`config.mk`:
```
export PLATFORM = sky130hd
export DESIGN_NAME = jeff_74x157_arbiter
export DESIGN_NICKNAME = d
export VERILOG_FILES = /design/src/rtl/jeff_74x157_arbiter.sv
export SDC_FILE = /design/constraint.sdc
export NUM_CORES = 1
export LEC_CHECK = 0
export CAP_MARGIN = 20
export CORE_UTILIZATION = 39
export DETAILED_ROUTE_END_ITERATION = 16
export GPL_ROUTABILITY_DRIVEN = 0
export SYNTH_ARGS = -nofsm -noshare
export SYNTH_HDL_FRONTEND = slang
export SYNTH_SLANG_ARGS = --single-unit
```
`constraint.sdc`:
```
create_clock -name clk -period 3.65 [get_ports clk]
set_clock_uncertainty 0.15 [all_clocks]
set_input_delay 0.365 -clock clk [delete_from_list [all_inputs] [get_ports clk]]
set_output_delay 0.365 -clock clk [all_outputs]
set_load 0.01 [all_outputs]
```
`src/rtl/jeff_74x157_arbiter.sv`:
```
// rtl/jeff_74x157_arbiter.sv - two-requester round-robin arbiter driving a 74x157 mux
// Hold limit bounds each grant while the other side waits; all outputs are flops.
module jeff_74x157_arbiter #(
  parameter int unsigned MAX_HOLD = 4
) (
  input  logic clk,
  input  logic rst,
  input  logic req_a,
  input  logic req_b,
  output logic gnt_a,
  output logic gnt_b,
  output logic mux_s,
  output logic mux_en,
  output logic busy
);

  typedef enum logic [1:0] {
    IDLE    = 2'd0,
    GRANT_A = 2'd1,
    GRANT_B = 2'd2
  } state_t;

  localparam logic [3:0] HOLD_LAST = 4'(MAX_HOLD - 1);

  state_t     state_q, state_d;
  logic [3:0] cnt_q, cnt_d;
  logic       last_b_q, last_b_d;
  logic       gnt_a_q, gnt_a_d;
  logic       gnt_b_q, gnt_b_d;
  logic       mux_s_q, mux_s_d;
  logic       mux_en_q, mux_en_d;
  logic       busy_q, busy_d;
  logic       entering;

  always_comb begin
    state_d = state_q;
    case (state_q)
      IDLE: begin
        if (req_a && (!req_b || last_b_q)) state_d = GRANT_A;
        else if (req_b)                    state_d = GRANT_B;
      end
      GRANT_A: begin
        if (!req_a)                              state_d = req_b ? GRANT_B : IDLE;
        else if (req_b && (cnt_q == HOLD_LAST))  state_d = GRANT_B;
      end
      GRANT_B: begin
        if (!req_b)                              state_d = req_a ? GRANT_A : IDLE;
        else if (req_a && (cnt_q == HOLD_LAST))  state_d = GRANT_A;
      end
      default: state_d = IDLE;
    endcase

    // A direct A<->B switch counts as a fresh entry, so the counter restarts.
    entering = (state_d != state_q) && (state_d != IDLE);

    cnt_d = cnt_q;
    if (entering || (state_d == IDLE)) cnt_d = 4'd0;
    else if (cnt_q != HOLD_LAST)       cnt_d = cnt_q + 4'd1;

    last_b_d = entering ? (state_d == GRANT_B) : last_b_q;

    // Outputs are decoded from the next state and registered alongside it.
    gnt_a_d  = (state_d == GRANT_A);
    gnt_b_d  = (state_d == GRANT_B);
    mux_s_d  = (state_d == GRANT_B);
    mux_en_d = (state_d == IDLE);
    busy_d   = (state_d != IDLE);
  end

  always_ff @(posedge clk) begin
    if (rst) begin
      state_q  <= IDLE;
      cnt_q    <= 4'd0;
      last_b_q <= 1'b1;
      gnt_a_q  <= 1'b0;
      gnt_b_q  <= 1'b0;
      mux_s_q  <= 1'b0;
      mux_en_q <= 1'b1;
      busy_q   <= 1'b0;
    end else begin
      state_q  <= state_d;
      cnt_q    <= cnt_d;
      last_b_q <= last_b_d;
      gnt_a_q  <= gnt_a_d;
      gnt_b_q  <= gnt_b_d;
      mux_s_q  <= mux_s_d;
      mux_en_q <= mux_en_d;
      busy_q   <= busy_d;
    end
  end

  assign gnt_a  = gnt_a_q;
  assign gnt_b  = gnt_b_q;
  assign mux_s  = mux_s_q;
  assign mux_en = mux_en_q;
  assign busy   = busy_q;

endmodule

```
==> results of run 1 <==
power groups by stage:
stage,Clock (mW),Sequential (mW),Combinational (mW)
2_1_floorplan,0,0.134,0.0219
3_3_place_gp,0,0.134,0.0335
3_5_place_dp,0,0.134,0.0337
4_1_cts,0.0872,0.132,0.0337
5_1_grt,0.0941,0.133,0.0369
6_report,0.0839,0.132,0.0335
worst max path at each step:
stage	startpoint	end	slack, ps	depth (start not counted)
floorplan	cnt_q[0]	mux_s	2030	5
global placement	req_a	last_b_q	1720	5
detailed placement	req_a	last_b_q	1700	5
CTS	cnt_q[0]	gnt_a	1850	5
global route	cnt_q[0]	gnt_a	1680	5
finish	cnt_q[0]	gnt_a	1860	5
layout by cell type, fill, tap and decap left out, types with 2 or more instances in the layout:
| cell | count |
|---|---|
| o21ai_1 | 2 |
| inv_1 | 2 |
| clkbuf_4 | 3 |
| nand3_1 | 4 |
| clkdlybuf4s50_1 | 8 |
| a21oi_1 | 5 |
| nor2_1 | 2 |
| and3_1 | 2 |
| nand2b_1 | 2 |
| o21a_1 | 2 |
| dfxtp_1 | 11 |
| nand2_1 | 5 |
cell usage after synthesis (all sizes together) (2+ instances only):
master,instances
a21oi,5
and3,2
buf,4
dfxtp,11
inv,3
nand2,5
nand2b,2
nand3,4
nor2,2
o21a,2
o21ai,2
tightest hold or removal path, cell delays in order, from the launching register on:
cell and delay (ps):
dfxtp_1 320, nand3_1 60, a21oi_1 50
per-stage QoR:
step / util (%) / total power, mW / std cells / area (um2) / hold slack (ps)
floorplan: - / 0.156 / 57 / 514 / 315
global placement: 50.3 / 0.168 / 75 / 589 / 333
detailed placement: 50.3 / 0.168 / 75 / 589 / 328
CTS: 52.6 / 0.253 / 79 / 616 / 337
global route: 52.6 / 0.264 / 79 / 616 / 373
finish: 52.6 / 0.249 / 79 / 616 / 334
registers in the layout (all words and copies together) (netlist names):
| signal | flops |
|---|---|
| mux_en | 1 |
| gnt_a | 1 |
| last_b_q | 1 |
| busy | 1 |
| state_q | 2 |
| mux_s | 1 |
| cnt_q | 4 |
layout make-up:
| cell class | instances | area share, % |
|---|---|---|
| Clock buffer | 4 | 4.27 |
| Inverter | 3 | 1.83 |
| Multi-Input combinational cell | 39 | 42.3 |
| Sequential cell | 11 | 35.8 |
| Tap cell | 14 | 2.85 |
| Timing Repair Buffer | 8 | 13.0 |
layer usage:
layer  GRT usage, %  share of wire, %  vias to the layer above
met5              0                 0                        -
met4           13.4               1.2                        0
met3           5.23               3.9                        2
met2           21.2                46                       10
met1           20.7                49                      188
li1               -                 -                      216
cells by family (layout without fill, tap and decap cells):
group                      after synthesis  count (layout)  synth area share [%]
AOI/OAI and AO/OA                       14              14                  18.5
xor gates and xnor gates                 1               1                  1.70
adders and majority gates                1               1                  2.43
buffers and inverters                    7              15                  6.57
DFF                                     11              11                  42.8
muxes                                    2               2                  4.14
and+or+nand+nor                         21              21                  23.8
==> flow_metrics.tcl, run 1 <==
set metrics [dict create \
    fp.coreArea_mm2 0.00117 \
    r2r-start "cnt_q[0]" \
    ir_worst_vdd_v 0.000206 \
    cp_cell_sequence "ha_1 -> nor3b_2 -> mux2_1 -> o21ai_1 -> a21oi_1" \
    cts_tree "done" \
    ys.flop_type "dfxtp_1" \
    min_from "cnt_q[1]" \
    clkLatencyLatePin_ps 270 \
    port_buffers 8 \
    synth_area_um2 514 \
    fin_crit_ps 1790 \
    ys_ff_latch 11 \
    cp-end-kind "register" \
    critPathKind "reg2reg" \
    post-route-period-util_pct 49.1 \
    synth_area_leaders "dfxtp_1, a21oi_1, nand3_1" \
    switching_share_pct 25.1 \
    p_sw_uw 62.7 \
    cts_hold_buf 0 \
    hold_viol 0 \
    syn_inst 57 \
    seq_area_frac_synth_pct 42.8 \
    clkPwrFrac_pct 33.6 \
    finalWirelength_um 888 \
    drv_cap 0 \
    multi_input_area_um2 260 \
    first_pass_iters 4 \
    ioPinCount 9 \
    r2r-end "gnt_a" \
    cts_buffer_depth 2 \
    first_global_vias 350 \
    drc 0 \
    syn_nets 62 \
    regArea_um2 220 \
    antenna_found_initial 0 \
    slew_violations 0 \
    grt_pass1_wl_um 1530 \
    synth_top_cell_by_area "dfxtp_1" \
    final.fill_count 116 \
    n_antenna_cell 0 \
    avgSynthCellArea_um2 9.02 \
    die-height_um 38.3 \
    cp.arrival_ps 1780 \
    synthDominantCellAreaShare_pct 42.8 \
    dieArea_mm2 0.00147 \
    slew_headroom_pct 80.6 \
    final_nets 71 \
    p_comb_share_pct 13.4 \
    die_w_um 38.3 \
    cell_internal_pwr_uw 187 \
    hpwl_um 645 \
    viasPerCell 5.27 \
    cts_root_buf "clkbuf_4" \
    crit_required_ps 3640 \
    critPathMaxStageDelay_ps 380 \
    reg2reg_slack_ps 1860 \
    ys_types 28 \
    ant_nets 0 \
    ff2ff_path_depth 5 \
    fin_setup_tns_ps 0 \
    htree_levels 1 \
    num_vias 416 \
    cts.sinks 11 \
    critPathTopFamily "flip-flops" \
    finalWorstSetupSlack_ps 1860 \
    worst_slew_pin_slew_ps 289 \
    grt_max_degree 10 \
    drive_gt1_share_pct 12.3 \
    grt_overflow 0 \
    ys_warn_count 0 \
    synth_edf_count 0 \
    worst-path-buf-inv 0 \
    rows 12 \
    drt_iter0_markers 19 \
    ctsResizeCount 0 \
    min_to "cnt_q[1]" \
    pwr-share-seq_pct 52.9 \
    rsz0062_at_grt "false" \
    timing.fmax_mhz 558 \
    pre_cts_ws_ps 1700 \
    status "complete, no violations" \
    wl_per_cell_um 11.2 \
    postCtsSetupRepairBufs 0 \
    clk_pin_slew_ps 70 \
    hp-class "reg2reg" \
    setup_viol 0 \
    hold_depth 2 \
    ys_async_sr_fraction_pct 0 \
    setup.worst_path.start_class "register" \
    numCtsBuffers 3 \
    slowest_stage "dfxtp_1" \
    area_growth_pct 19.7 \
    p_per_area_mw_per_mm2 405 \
    critPathMaxFanout 4 \
    grt_usage_pct 16.1 \
    leakagePower_nw 0.250 \
    start_util_pct 43.9 \
]
(Power assumes the default switching activity.)
==> inputs of run 2 (changes only) <==
Clock period 3.65 ns to 1.5 ns, I/O delays scaled along.
==> flow_metrics.tcl, run 2 (synthesis results as in run 1) <==
set metrics [dict create \
    htree_levels 1 \
    cts_tree "done" \
    drive_gt1_share_pct 31.1 \
    ir_worst_vdd_v 0.000514 \
    antenna_found_initial 0 \
    pre_cts_ws_ps -52.1 \
    wl_per_cell_um 11.3 \
    setup.worst_path.start_class "register" \
    drt_iter0_markers 14 \
    crit_required_ps 1560 \
    violations "setup timing" \
    clkLatencyLatePin_ps 270 \
    largest_reg_flops 4 \
    cts.sinks 11 \
    power_uw 624 \
    hold_viol 0 \
    final_nets 80 \
    fin_crit_ps 1510 \
    ff2ff_path_depth 5 \
    cp_cell_sequence "ha_4 -> nor3b_4 -> mux2_4 -> o21ai_2 -> and3_1" \
    n_antenna_cell 0 \
    cts_hold_buf 0 \
    start_util_pct 43.9 \
    drc 0 \
    area_growth_pct 41.6 \
    first_global_vias 358 \
    numCtsBuffers 3 \
    ioPinCount 9 \
    port_buffers 8 \
    slowest_stage "dfxtp_2" \
    rows 12 \
    grt_overflow 0 \
    first_pass_iters 5 \
    die_w_um 38.3 \
    cp-end-kind "register" \
    hpwl_um 744 \
    grt_max_degree 10 \
    regMostFlops "cnt_q" \
    setup_viol 4 \
    post-route-period-util_pct 101 \
    final_cell_mix "dfxtp_1, buf_4, clkdlybuf4s50_1, nand2_1, a21oi_1" \
    finalWorstSetupSlack_ps -12.1 \
    clk_pin_slew_ps 70 \
    fp.coreArea_mm2 0.00117 \
    slew_headroom_pct 77.0 \
    cts_buffer_depth 2 \
    grt_pass1_wl_um 1590 \
    drv_cap 0 \
    rsz0062_at_grt "true" \
    slew_violations 0 \
    timing.fmax_mhz 661 \
    num_vias 445 \
    reg_top3 "cnt_q (4), state_q (2)" \
    cts_root_buf "clkbuf_4" \
    viasPerCell 5.06 \
    critPathKind "reg2reg" \
    grt_usage_pct 16.7 \
    dieArea_mm2 0.00147 \
    worst_slew_pin_slew_ps 344 \
    placed_cell_area_um2 687 \
    die-height_um 38.3 \
    critPathMaxFanout 3 \
    hold_depth 2 \
    hp-class "reg2reg" \
    final.fill_count 105 \
    ant_nets 0 \
    critPathMaxStageDelay_ps 350 \
    final_area_um2 728 \
    cp.arrival_ps 1580 \
    leakagePower_nw 0.296 \
    finalWirelength_um 996 \
    p_per_area_mw_per_mm2 857 \
    status "complete, but fails checks" \
]
run 2: cell types whose count changed in the layout (fill, tap and decap cells not counted), sizes merged:
| cell | change |
|---|---|
| buf | +9 |
run 2: per-layer routing:
layer  GRT usage [%]  routed length, um
met3            10.5                 79
met4            5.36                  0
met5               0                  0
met1            23.8                516
met2            19.5                399
run 2: stage by stage:
step,hold slack [ps],TNS [ps],std cells,util [%]
floorplan,107,-18.8,57,-
global placement,379,-139,83,58.7
detailed placement,384,-189,83,58.7
CTS,388,-95.2,87,61.5
global route,390,-310,88,62.2
finish,403,-35.9,88,62.2
run 2: worst paths after layout:
kind / from / to / slack [ps]
hold reg to reg: cnt_q[2] / cnt_q[2] / 400
setup / recovery: cnt_q[1] / mux_s / -10
setup reg to reg: cnt_q[1] / mux_s / -10
hold / removal: cnt_q[2] / cnt_q[2] / 400
run 2: area by class of cell:
class	instances	area (um2)	share of cell area [%]
sequential	11	223	30.6
multi-input combinational	39	303	41.6
inverter	3	11.3	1.55
clock buffer	4	26.3	3.61
tap	14	17.5	2.41
timing repair buffer	17	148	20.3
run 2: power breakdown:
group	leakage [nW]	internal [mW]	switching, mW
Sequential	0.0916	0.308	0.0119
Clock	0.0150	0.103	0.0977
Combinational	0.190	0.0570	0.0470
run 2: what timing repair did:
item / 4_1_cts / 5_1_grt
gates cloned: 0 / 0
endpoints found under the hold margin: 0 / 0
buffers inserted: 0 / 1
endpoints found under the setup margin: 4 / 5
gates resized for setup: 2 / 0
pin swaps: 2 / 0
run 2: worst max-delay path, delay by kind of cell (launching register included):
kind,cells,cell delay (ps)
AO/OA/AOI/OAI,1,120
adder cells (fa/ha/maj),1,140
flip-flops,1,350
multiplexers,1,330
AND/OR/NAND/NOR,2,360
